<file path="config.mk">
export PLATFORM = sky130hd
export DESIGN_NAME = axi_bus_arbiter
export DESIGN_NICKNAME = d
export VERILOG_FILES = /design/src/rtl/axi_bus_arbiter.sv
export SDC_FILE = /design/constraint.sdc
export NUM_CORES = 1
export LEC_CHECK = 0
export ABC_AREA = 1
export BUFFER_PORTS_ARGS = -buffer_cell sky130_fd_sc_hd__clkbuf_2
export CAP_MARGIN = 20
export CORE_MARGIN = 5
export CORE_UTILIZATION = 48
export DETAILED_ROUTE_END_ITERATION = 6
export HOLD_SLACK_MARGIN = 0.06
export PLACE_DENSITY = 0.86
export SLEW_MARGIN = 25
export SYNTH_ARGS = -nofsm -noshare
export SYNTH_HDL_FRONTEND = slang
export SYNTH_SLANG_ARGS = --single-unit
export TNS_END_PERCENT = 50
</file>
<file path="constraint.sdc">
create_clock -name clk -period 1.83 [get_ports clk]
set_clock_uncertainty 0.05 [all_clocks]
set_input_delay 0.366 -clock clk [delete_from_list [all_inputs] [get_ports clk]]
set_output_delay 0.366 -clock clk [all_outputs]
set_load 0.01 [all_outputs]
</file>
<file path="src/rtl/axi_bus_arbiter.sv">
// axi_bus_arbiter: shares one AXI4-Lite master port between two req/done
// requesters, running exactly one read or write transaction per grant.
module axi_bus_arbiter #(
  parameter bit FAIR = 1'b1
) (
  input  logic        clk,
  input  logic        rstn,
  input  logic        m0_req,
  input  logic        m0_we,
  input  logic [31:0] m0_addr,
  input  logic [31:0] m0_wdata,
  input  logic [3:0]  m0_wstrb,
  output logic [31:0] m0_rdata,
  output logic        m0_done,
  output logic        m0_err,
  input  logic        m1_req,
  input  logic        m1_we,
  input  logic [31:0] m1_addr,
  input  logic [31:0] m1_wdata,
  input  logic [3:0]  m1_wstrb,
  output logic [31:0] m1_rdata,
  output logic        m1_done,
  output logic        m1_err,
  output logic [31:0] axi_araddr,
  output logic        axi_arvalid,
  input  logic        axi_arready,
  input  logic [31:0] axi_rdata,
  input  logic [1:0]  axi_rresp,
  input  logic        axi_rvalid,
  output logic        axi_rready,
  output logic [31:0] axi_awaddr,
  output logic        axi_awvalid,
  input  logic        axi_awready,
  output logic [31:0] axi_wdata,
  output logic [3:0]  axi_wstrb,
  output logic        axi_wvalid,
  input  logic        axi_wready,
  input  logic [1:0]  axi_bresp,
  input  logic        axi_bvalid,
  output logic        axi_bready
);

  localparam logic [2:0] S_IDLE = 3'd0;
  localparam logic [2:0] S_AR   = 3'd1;
  localparam logic [2:0] S_R    = 3'd2;
  localparam logic [2:0] S_WR   = 3'd3;
  localparam logic [2:0] S_B    = 3'd4;
  localparam logic [2:0] S_DONE = 3'd5;

  logic [2:0]  state;
  logic        last_grant;
  logic        gnt;
  logic        any_req;
  logic        win;
  logic        win_we;
  logic [31:0] win_addr;
  logic [31:0] win_wdata;
  logic [3:0]  win_wstrb;
  logic        aw_ok;
  logic        w_ok;

  // On a tie the round-robin pointer favours whoever was not granted last.
  always_comb begin
    any_req = m0_req | m1_req;
    if (m0_req && m1_req) win = FAIR ? ~last_grant : 1'b0;
    else                  win = ~m0_req;
    win_we    = win ? m1_we    : m0_we;
    win_addr  = win ? m1_addr  : m0_addr;
    win_wdata = win ? m1_wdata : m0_wdata;
    win_wstrb = win ? m1_wstrb : m0_wstrb;
  end

  // A write channel counts as accepted once its valid has dropped or is being taken now.
  assign aw_ok = ~axi_awvalid | axi_awready;
  assign w_ok  = ~axi_wvalid  | axi_wready;

  always_ff @(posedge clk or negedge rstn) begin
    if (!rstn) begin
      state       <= S_IDLE;
      last_grant  <= 1'b1;
      gnt         <= 1'b0;
      axi_araddr  <= '0;
      axi_arvalid <= 1'b0;
      axi_rready  <= 1'b0;
      axi_awaddr  <= '0;
      axi_awvalid <= 1'b0;
      axi_wdata   <= '0;
      axi_wstrb   <= '0;
      axi_wvalid  <= 1'b0;
      axi_bready  <= 1'b0;
      m0_rdata    <= '0;
      m0_done     <= 1'b0;
      m0_err      <= 1'b0;
      m1_rdata    <= '0;
      m1_done     <= 1'b0;
      m1_err      <= 1'b0;
    end else begin
      m0_done <= 1'b0;
      m0_err  <= 1'b0;
      m1_done <= 1'b0;
      m1_err  <= 1'b0;
      case (state)
        S_IDLE: begin
          if (any_req) begin
            gnt        <= win;
            last_grant <= win;
            if (win_we) begin
              axi_awaddr  <= win_addr;
              axi_wdata   <= win_wdata;
              axi_wstrb   <= win_wstrb;
              axi_awvalid <= 1'b1;
              axi_wvalid  <= 1'b1;
              state       <= S_WR;
            end else begin
              axi_araddr  <= win_addr;
              axi_arvalid <= 1'b1;
              state       <= S_AR;
            end
          end
        end
        S_AR: begin
          if (axi_arready) begin
            axi_arvalid <= 1'b0;
            axi_rready  <= 1'b1;
            state       <= S_R;
          end
        end
        S_R: begin
          if (axi_rvalid) begin
            axi_rready <= 1'b0;
            state      <= S_DONE;
            if (gnt) begin
              m1_done  <= 1'b1;
              m1_err   <= |axi_rresp;
              m1_rdata <= axi_rdata;
            end else begin
              m0_done  <= 1'b1;
              m0_err   <= |axi_rresp;
              m0_rdata <= axi_rdata;
            end
          end
        end
        S_WR: begin
          if (axi_awready) axi_awvalid <= 1'b0;
          if (axi_wready)  axi_wvalid  <= 1'b0;
          if (aw_ok && w_ok) begin
            axi_bready <= 1'b1;
            state      <= S_B;
          end
        end
        S_B: begin
          if (axi_bvalid) begin
            axi_bready <= 1'b0;
            state      <= S_DONE;
            if (gnt) begin
              m1_done <= 1'b1;
              m1_err  <= |axi_bresp;
            end else begin
              m0_done <= 1'b1;
              m0_err  <= |axi_bresp;
            end
          end
        end
        S_DONE:  state <= S_IDLE;
        default: state <= S_IDLE;
      endcase
    end
  end

endmodule

</file>
* After elaboration in Yosys (flattened, before gate mapping) *
Cells that the tools add are included.
Widths: inputs -> output; s select.

operators by class
  reduce and logical (&&, ||, !) cells = 20
  bitwise gates (word level) = 9
  multiply operators = 0
  magnitude comparators = 0
  muxes and demuxes = 46
  shift operators = 0
  $add $sub $neg = 0
  eq/ne operators = 13
  divide/modulo/power cells = 0

operators by type and width
  cell                number
  $mux 32             2
  $mux 1              27
  $ne 2x2->1 const B  9
  $pmux 1 s2          9
  $reduce_and 3->1    6
  $mux 3              5
  $pmux 3 s5          1
  $reduce_and 4->1    3
  $reduce_bool 2->1   4
  $eq 3x2->1 const B  2
  $not 1->1           6
  $reduce_and 5->1    1
  $mux 4              1
  $reduce_or 2->1     2
  $eq 3x1->1 const B  1
  $eq 3x3->1 const B  1
  $logic_not 3->1     1
  $or 1x1->1          3
  $logic_and 1x1->1   2
  $mux 2              1
  $reduce_and 2->1    1

storage, ports and cells
  latch bits = 0
  memories kept = 0
  bits in writable memories = 0
  bits in read-only memories = 0
  bits of input ports = 183
  bits in registers = 178
  output and inout bits = 173
  logic and storage cells = 106

* Logic depth before layout (Yosys ltp) *
Gate-level depths: netlist (run 1).

  depth in word-level cells = 6
  gate-level depth with buffers = 10
  depth with buffers taken out = 9

* Worst setup path after synthesis (run 1) *
OpenSTA, ideal clock, no wires.

  path kind = reg2reg
  from = register last_grant
  to = register axi_awaddr[11]
  arrival = 1.269 ns
  stages on the path, launching flop included = 10
  library setup time = 0.118 ns
  path slack = 0.393 ns
  path buffers = 2
  cells stage by stage = dfstp_2 -> inv_2 -> nand2_4 -> nand3_2 -> nand2_2 -> inv_2 -> buf_6 -> buf_4 -> nand4_1 -> nand2_1

on the way
  longest elaborated chain between the ends = 4

RTL lines
  what                               RTL line  text
  start, declared                    51        logic last_grant;
  start signal, assigned             106       last_grant <= win;
  $not 1->1 (*)                      65        if (m0_req && m1_req) win = FAIR ? ~last_grant : 1'b0;
  $mux 1 (*)                         65
  $mux 1                             67        win_we = win ? m1_we : m0_we;
  $reduce_and 3->1 (no source line)  -
  end signal, assigned               108       axi_awaddr <= win_addr;
  end, declared                      31        output logic [31:0] axi_awaddr,

Mark *: on every way between the ends. The rest lies on a longest branch, timed or not.
A chain may end at the register's enable or synchronous reset.

* Final worst setup path (run 1) *
  from = register last_grant
  to = register axi_awaddr[2]

The elaborated chain is that of the path after synthesis.

==> results by group, run 1 <==
Clocking
  • PostCTS Resize Cnt: 0
  • CTS tree: yes
  • Total CTS buffers: 17
  • Clk sinks: between 150 and 200
  • Clk buf depth: 2
  • H-tree Lvls: 4
  • CTS clock-pin slew for the worst setup and hold paths: around 70 ps
  • CTS root buf: clkbuf_16
  • Clk Latency, worst-skew pair: 430 ps

Timing
  • Setup slack after layout: about 130 ps
  • Final count of hold timing violations: 0
  • Achievable Freq: 588 MHz
  • Tmin final: 1700 ps
  • WHS: approximately 130 ps
  • Setup TNS: 0 ps
  • Final slew viol count: 0
  • # setup viols final: 0
  • Slew HR: 64.5%
  • Setup repair after global routing missed its margin: false
  • Final Cycle Share: 93.0%
  • Actual slew at the worst max-slew pin: 532 ps

Synthesis
  • Yosys reg bits: 178
  • Post-synthesis sequential area ratio: a little over half
  • Syn nets: 1184
  • Mapped cell area: 8150 sq um
  • Library cells used by synthesis: 27
  • Synth Instances: 1001
  • Ys Warns: 0
  • Syn_area_per_cell: roughly 8.1 sq um

Setup path
  • Worst reg-to-reg path cell count: 7
  • Worst r2r dst: axi_awaddr[2]
  • RR Startpoint: last_grant
  • Crit path DAT: ~2000 ps
  • Type of the worst setup path: reg -> reg
  • Crit Path Max Fanout: 48
  • Setup crit end kind: flop
  • Critical path origin: last_grant
  • Startpoint class of the critical path: flop
  • Flop-to-flop setup slack: 130 ps
  • Required @ worst endpoint: ~2200 ps

Hold path
  • Worst Hold Depth: 3
  • Hold Crit Class: in -> reg
  • Hold Path End: m0_rdata[8]
  • Hold Startpoint: axi_rdata[8]

Pwr
  • Clock power share: 19.8%
  • Sequential share of power: 39.4%
  • Gate power share: 40.8%
  • Net Sw Frac: 40.8%
  • Pint: 10.3 mW
  • VDD IR max: approximately 0.00083 V
  • Cell Pwr Density: 1620 nW/um^2
  • Net switching power: 7.10 mW
  • Leakage: 6.35 nW

Drt
  • DRT Pass-1 Iters: 5
  • Antenna viol nets, final: 0
  • Iteration-0 DRC Markers: between 500 and 600
  • Routed Wire Length: roughly 26000 um
  • Remaining DRCs: 0
  • Vias per cell: 5.20
  • DR vias: 8160
  • Avg WL per Cell: 16.5 um

Final layout
  • Final #Nets: 1518
  • Diode count: 0
  • Fillcell total: 1404
  • Area grow syn2layout: 31.8%
  • Layout cells sized above 1: between 30% and 40%

Placed design
  • GP Congestion: 0.910
  • IO Port Bufs: between 300 and 400
  • DP HPWL: 18900 um
  • Dpl ws: about 140 ps

Floorplan
  • IO Count: between 300 and 400
  • Row count: 47
  • Die X: about 140 um
  • Die area: a little under 20000 sq um
  • Die Ht: 140 um
  • Initial core utilization: 49.0%
  • Core region area: ~17000 sq um

Global route
  • Number of antenna violations at the first check in global routing: 0
  • Largest net degree at the start of global routing: 66
  • Tot GR Track Use: 25.9%
  • First-pass GRT wire length: just over 40000 um
  • Number of global-route vias before repair: 8042
  • Overflow after GRT: 0

Run status
  • Outcome: completed

Job
  • Max_cap viols: 0
[layout make-up]
cell class | count | area, sq um | area share (%)
Multi-Input combinational cell | 697 | 3100 | 28.9
Clock inverter | 9 | 72.6 | 0.676
Inverter | 56 | 213 | 1.98
Timing Repair Buffer | 385 | 2140 | 19.9
Sequential cell | 178 | 4460 | 41.5
Tap cell | 220 | 275 | 2.56
Clock buffer | 23 | 488 | 4.54
[Yosys cell counts]
cell type    n  share of area [%]
a21oi_1      4               0.25
buf_1        9               0.41
buf_2       27                1.7
buf_4       16                1.5
buf_6        6               0.83
clkbuf_1    12               0.55
dfrtp_1    177                 54
dfstp_2      1               0.32
inv_1       47                2.2
inv_2        8               0.37
inv_4        1              0.077
nand2_1    452                 21
nand2_2      3               0.23
nand2_4      3               0.41
nand3_1     75                4.6
nand3_2      2               0.25
nand4_1     70                5.4
nand4_2      1               0.15
nor2_1       8               0.37
nor2_2       1              0.077
nor2_4       1               0.14
nor3_1       2               0.12
o21ai_0     27                1.7
o21ai_1     38                2.3
o21ai_2      8               0.86
o21bai_1     1              0.092
or2_2        1              0.077
[what timing repair did]
item                                   CTS  global route
setup buffers                            0             0
endpoints found under the hold margin   44             0
setup endpoints to repair                0             0
hold buffers                             1             0
[critical path, stage by stage (launching register included)]
cell and delay (ps):
dfstp_2 540, inv_2 50, nand2_4 80, buf_4 420, nand3_1 170, nand2_1 130
nand4_1 100, nand2_1 80
[cell families after synthesis]
family,synth area share [%]
AND/OR/NAND/NOR,32.6
flip-flops,54.7
buffers and inverters,7.54
AO/OA/AOI/OAI,5.19
[placed cells by master (no fill, tap or decap), types with 8 or more instances in the layout]
cell and count:
buf_12 10, buf_4 19, clkbuf_16 17, clkbuf_2 354
dfrtp_1 177, inv_1 47, inv_2 8, nand2_1 452
nand3_1 73, nand4_1 70, nor2_1 8, o21ai_0 27
o21ai_1 38, o21ai_2 8
[power groups by stage]
stage               Clock [mW]  Sequential [mW]  Combinational [mW]
floorplan                    0             7.51                3.24
global placement             0             6.83                6.92
detailed placement           0             6.84                7.16
CTS                       3.51             6.84                7.16
global route              3.68             7.08                7.87
finish                    3.45             6.85                7.10
[state kept, by name, summed over array words and instances (netlist names), 3 cells and up]
register	cells
m1_rdata	32
axi_wstrb	4
axi_awaddr	32
m0_rdata	32
state	3
axi_wdata	32
axi_araddr	32
[per-layer routing]
layer	share of wire, %	track usage, %	vias to the layer above	routed length (um)
met1	38	32.5	3757	9750
met4	3.5	10.4	0	899
met5	0	0	-	0
met2	48	42.8	452	12500
li1	-	-	3887	-
met3	10	7.06	64	2660
[worst max-delay path by stage]
stage | end | cells past startpoint
global route | axi_awaddr[9] | 7
global placement | axi_wdata[3] | 9
detailed placement | axi_wdata[3] | 9
floorplan | axi_awaddr[11] | 9
CTS | axi_wdata[3] | 9
finish | axi_awaddr[2] | 7
[metrics by stage]
stage	cell area, sq um	util [%]	power, mW	cells
6_report	10700	64.5	17.4	1568
4_1_cts	10700	64.5	17.5	1568
5_1_grt	10700	64.5	18.6	1568
3_5_place_dp	10200	61.1	14.0	1535
2_1_floorplan	8150	-	10.8	1001
3_3_place_gp	10200	61.1	13.7	1535
(Power assumes the default switching activity.)
==> inputs of run 2 (changes only) <==
--- a/config.mk
+++ b/config.mk
@@ -8,11 +8,11 @@
 export ABC_AREA = 1
 export BUFFER_PORTS_ARGS = -buffer_cell sky130_fd_sc_hd__clkbuf_2
 export CAP_MARGIN = 20
-export CORE_MARGIN = 5
-export CORE_UTILIZATION = 48
+export CORE_AREA = 2 2 138 140
 export DETAILED_ROUTE_END_ITERATION = 6
+export DIE_AREA = 0 0 140 142
 export HOLD_SLACK_MARGIN = 0.06
-export PLACE_DENSITY = 0.86
+export PLACE_DENSITY = 0.81
 export SLEW_MARGIN = 25
 export SYNTH_ARGS = -nofsm -noshare
 export SYNTH_HDL_FRONTEND = slang
==> run 2 against run 1 <==
Compared with the run above:
- critical path type unchanged
- sequential power about the same
- largest cell class unchanged
- via count down 1.2%
- setup slack better by 43 ps
- the run now ends with design-rule violations left
==> results by group, run 2 (synthesis results as in run 1) <==
Run status
  • Outcome: finished with violations
  • Failing checks: design-rule violations

Job
  • Max_cap viols: 0

Final layout
  • Final #Nets: 1510
  • Post-route cell area: 10700 sq um
  • Diode count: 0
  • Layout cells sized above 1: 32.7%
  • Commonest cells after routing, fill and taps aside: nand2_1 (452), clkbuf_2 (354), dfrtp_1 (177), nand3_1 (73), nand4_1 (70)
  • Most common cell after layout, fill and taps aside: nand2_1
  • Area grow syn2layout: 31.9%

Pwr
  • VDD IR max: 0.000793 V
  • Leakage: 6.34 nW
  • Cell Pwr Density: 1630 nW/um^2

Global route
  • Number of global-route vias before repair: 7514
  • GRT Max-Usage Layer: met2
  • Met1 Usage GRT: 32.4%
  • Overflow after GRT: 0
  • Tot GR Track Use: 24.7%
  • Routing usage on met3: approximately 7%
  • Largest net degree at the start of global routing: 77
  • Number of antenna violations at the first check in global routing: 1
  • First-pass GRT wire length: 38900 um
  • Met2 usage: 39.8%

Setup path
  • Flop-to-flop setup slack: 170 ps
  • RR Startpoint: state[1]
  • Setup crit end kind: flop
  • Type of the worst setup path: reg -> reg
  • Startpoint class of the critical path: flop
  • Crit Path Max Fanout: 32
  • Worst reg-to-reg path cell count: 9
  • Worst r2r dst: axi_araddr[8]
  • Crit path DAT: 1970 ps
  • Required @ worst endpoint: 2140 ps

Clocking
  • Clk sinks: about 180
  • H-tree Lvls: 4
  • CTS root buf: clkbuf_16
  • PostCTS Resize Cnt: 0
  • CTS tree: yes
  • Total CTS buffers: 17
  • Clk Latency, worst-skew pair: 410 ps
  • Clk buf depth: 2
  • CTS clock-pin slew for the worst setup and hold paths: about 70 ps

Floorplan
  • Initial core utilization: 44.2%
  • Die area: 19900 sq um
  • Core region area: ~18000 sq um
  • Die Ht: 142 um
  • IO Count: 356
  • Row count: 50
  • Die X: 140 um

Timing
  • Actual slew at the worst max-slew pin: 518 ps
  • Slew HR: around 65%
  • Setup repair after global routing missed its margin: false
  • Final slew viol count: 0
  • Final count of hold timing violations: 0
  • Achievable Freq: 603 MHz
  • # setup viols final: 0
  • Final Cycle Share: 90.6%
  • Tmin final: 1660 ps
  • Setup TNS: 0 ps

Placed design
  • DP HPWL: 17800 um
  • Area post-placement: 10200 sq um
  • IO Port Bufs: 355
  • GP Congestion: 0.937

Drt
  • Avg WL per Cell: 15.7 um
  • Routed Wire Length: between 20000 and 25000 um
  • DR vias: a little over 8000
  • Remaining DRCs: 24
  • Antenna viol nets, final: 0
  • DRT Pass-1 Iters: 7
  • Vias per cell: 5.13
  • Iteration-0 DRC Markers: 640

Hold path
  • Worst Hold Depth: 3
  • Hold Path End: m1_rdata[0]
  • Hold Crit Class: in -> reg
  • Hold Startpoint: axi_rdata[0]
-- run 2: cell count changes in the layout (fill, tap and decap cells not counted) --
cell	delta
buf_4	-11
clkbuf_8	-4
buf_12	+3
clkinv_4	-3
inv_6	+3
bufinv_16	+2
clkbuf_1	-2
clkinv_2	+1
inv_8	+1
-- run 2: routing by layer --
metal / vias up / routed length [um]
li1: 3874 / -
met1: 3767 / 9890
met2: 383 / 12000
met3: 38 / 2340
met4: 0 / 499
met5: - / 0
-- run 2: report_power, final --
part / internal [mW] / switching, mW
registers: 5.73 / 1.09
clock network: 2.03 / 1.60
logic: 2.73 / 4.39
-- run 2: worst max-delay path, stage by stage (launching register included) --
cell	delay [ps]
dfrtp_1	440
inv_2	90
nand2_2	80
nor2_4	170
nand2_1	90
inv_2	100
nand2_4	110
inv_4	280
nand2_1	90
nand2_1	80
-- run 2: worst max path at each step --
stage                          end       start  slack (ps)
finish               axi_araddr[8]    state[1]         170
global route        axi_araddr[31]    state[0]          30
CTS                  axi_araddr[8]    state[1]         180
detailed placement   axi_araddr[8]    state[1]         190
global placement     axi_awaddr[2]      m0_req         250
floorplan           axi_awaddr[11]  last_grant         390
-- run 2: metrics by stage --
stage / util, % / instances / setup slack, ps / total power, mW / hold WS [ps]
floorplan: - / 1001 / 393 / 10.8 / 20.4
global placement: 55.1 / 1541 / 252 / 13.8 / 328
detailed placement: 55.1 / 1541 / 185 / 14.0 / 334
CTS: 58.2 / 1572 / 177 / 17.7 / 116
global route: 58.2 / 1572 / 33.2 / 18.8 / 128
finish: 58.2 / 1572 / 171 / 17.6 / 141
-- run 2: layout make-up --
cell class	instances	area, sq um
Clock buffer	17	425
Clock inverter	13	149
Fill cell	1639	7710
Inverter	56	213
Multi-Input combinational cell	697	3100
Sequential cell	178	4460
Tap cell	234	293
Timing Repair Buffer	377	2110
-- run 2: timing repair --
item / CTS / global route
setup buffers: 0 / 0
hold buffers: 1 / 0
endpoints found under the hold margin: 177 / 0
==> inputs of run 3 (changes only) <==
--- a/config.mk
+++ b/config.mk
@@ -12,7 +12,8 @@
 export DETAILED_ROUTE_END_ITERATION = 6
 export DIE_AREA = 0 0 140 142
 export HOLD_SLACK_MARGIN = 0.06
-export PLACE_DENSITY = 0.81
+export PLACE_DENSITY_LB_ADDON = 0.05
+export REMOVE_ABC_BUFFERS = 1
 export SLEW_MARGIN = 25
 export SYNTH_ARGS = -nofsm -noshare
 export SYNTH_HDL_FRONTEND = slang
==> run 3 against run 2 <==
Compared with the run above:
- the flow still finishes with violations (design-rule violations)
- global-route usage up 0.77 points
- sequential power about the same
- fmax fell by 2.2%
- combinational power about the same
- critical path type unchanged
- critical endpoint is now axi_araddr[22]
- largest power group unchanged
- highest routed layer unchanged
==> results by group, run 3 (synthesis results as in run 1) <==
Run status
  • Outcome: finished with violations
  • Failing checks: design-rule violations

Final layout
  • Post-route cell area: 10800 sq um
  • Final #Nets: between 1500 and 2000
  • Multi-input gate area: 3100 sq um
  • Area grow syn2layout: 31.9%
  • Fillcell total: 1717
  • Area occupied by registers: 4460 sq um
  • Most common cell after layout, fill and taps aside: nand2_1
  • Commonest cells after routing, fill and taps aside: nand2_1 (452), clkbuf_2 (354), dfrtp_1 (177), nand3_1 (73), nand4_1 (70)
  • Diode count: 0
  • Layout cells sized above 1: 32.8%

Global route
  • Largest net degree at the start of global routing: 70
  • Tot GR Track Use: 25.5%
  • Number of global-route vias before repair: 7483
  • Number of antenna violations at the first check in global routing: 0
  • Overflow after GRT: 0
  • First-pass GRT wire length: 40100 um

Clocking
  • Clk Latency, worst-skew pair: roughly 420 ps
  • CTS tree: yes
  • CTS clock-pin slew for the worst setup and hold paths: 70 ps
  • Clk sinks: about 180
  • H-tree Lvls: 4
  • CTS root buf: clkbuf_16
  • Clk buf depth: 2
  • PostCTS Resize Cnt: 0
  • Total CTS buffers: 17

Pwr
  • Overall power: 17.5 mW
  • Cell Pwr Density: about 1600 nW/um^2
  • Leakage: 6.34 nW
  • VDD IR max: about 0.00074 V

Timing
  • Final slew viol count: 0
  • Setup slack after layout: 135 ps
  • Actual slew at the worst max-slew pin: 627 ps
  • # setup viols final: 0
  • Slew HR: 58.2%
  • WHS: about 130 ps
  • Achievable Freq: 590 MHz
  • Tmin final: approximately 1700 ps
  • Setup repair after global routing missed its margin: false
  • Final count of hold timing violations: 0
  • Final Cycle Share: 92.6%

Placed design
  • GP Congestion: 0.816
  • Dpl ws: 117 ps
  • DP HPWL: around 18000 um
  • IO Port Bufs: 355
  • Area post-placement: 10200 sq um

Floorplan
  • Die X: 140 um
  • Die area: 19900 sq um
  • Core region area: approximately 18000 sq um
  • IO Count: 356
  • Initial core utilization: 44.2%
  • Row count: 50
  • Die Ht: 142 um

Setup path
  • Largest delay contributor family on the critical path: simple AND/OR/NAND/NOR gates
  • Worst path max stage delay: 450 ps
  • Required @ worst endpoint: 2130 ps
  • Crit path DAT: around 2000 ps
  • Type of the worst setup path: reg -> reg
  • Most frequent CP cell: nand2_1
  • WP buf/inv: 3
  • Startpoint class of the critical path: flop
  • Worst path cell trace: inv_2 > nand2_2 > nor2_4 > nand2_1 > inv_2 > nand2_4 > inv_4 > nand2_1 > nand2_1
  • Critical-path top delay cell: dfrtp_1
  • Setup crit end kind: flop
  • Crit Path Max Fanout: 32

Drt
  • Routed Wire Length: about 25000 um
  • Antenna viol nets, final: 0
  • Vias per cell: between 5 and 6
  • Avg WL per Cell: 15.9 um
  • Remaining DRCs: 26
  • Iteration-0 DRC Markers: 500
  • DR vias: 7879
  • DRT Pass-1 Iters: 7

Job
  • Max_cap viols: 0

Hold path
  • Hold Crit Class: in -> reg
[run 3: cell count changes in the layout (fill, tap and decap cells not counted)]
| cell | change |
|---|---|
| clkbuf_8 | +2 |
| clkinv_4 | +2 |
| bufinv_16 | -1 |
| clkinv_2 | -1 |
| inv_6 | -1 |
[run 3: through the flow]
step	TNS, ps	util, %	std cells
after floorplan	-126810	-	931
after global placement	0	55.1	1541
after detailed placement	0	55.1	1541
after CTS	0	58.3	1573
after global routing	0	58.3	1573
final	0	58.3	1573
[run 3: path summary, 6_finish.rpt]
kind | start | endpoint | slack [ps] | depth (start not counted)
worst min-delay path | axi_rdata[1] | m1_rdata[1] | 130 | 3
worst max-delay path | state[1] | axi_araddr[22] | 130 | 9
min in group asynchronous | rstn | m1_rdata[13] | 350 | 2
worst min register to register | axi_wdata[20] | axi_wdata[20] | 430 | 2
worst max register to register | state[1] | axi_araddr[22] | 130 | 9
max in group asynchronous | rstn | m0_rdata[26] | 690 | 3
[run 3: report_power, final]
group | leakage, nW | switching, mW | internal (mW)
Combinational | 3.81 | 4.43 | 2.71
Sequential | 2.24 | 1.11 | 5.73
Clock | 0.279 | 1.59 | 1.97
Total | 6.34 | 7.12 | 10.4
[run 3: layer usage]
| metal | GRT usage (%) | part of all wire (%) |
|---|---|---|
| met2 | 41.7 | 48 |
| met5 | 0 | 0 |
| met1 | 33.4 | 43 |
| met4 | 8.51 | 1.9 |
| met3 | 6.53 | 6.7 |
[run 3: final cells by class]
type | count | area share (%)
inverters | 56 | 1.98
clock inverters | 12 | 1.14
flip-flops and latches | 178 | 41.4
clock buffers | 19 | 4.21
well taps | 234 | 2.72
multi-input cells | 697 | 28.8
repair buffers | 377 | 19.7
[run 3: timing repair]
| item | in CTS | in global routing |
|---|---|---|
| hold endpoints to repair | 27 | 0 |
| setup buffers | 0 | 0 |
| setup endpoints to repair | 0 | 0 |
| hold buffers | 1 | 0 |
[run 3: tightest hold or removal path, delay by kind of cell]
kind	cells	cell delay, ps
compound gates	1	60
buf+inv	2	130
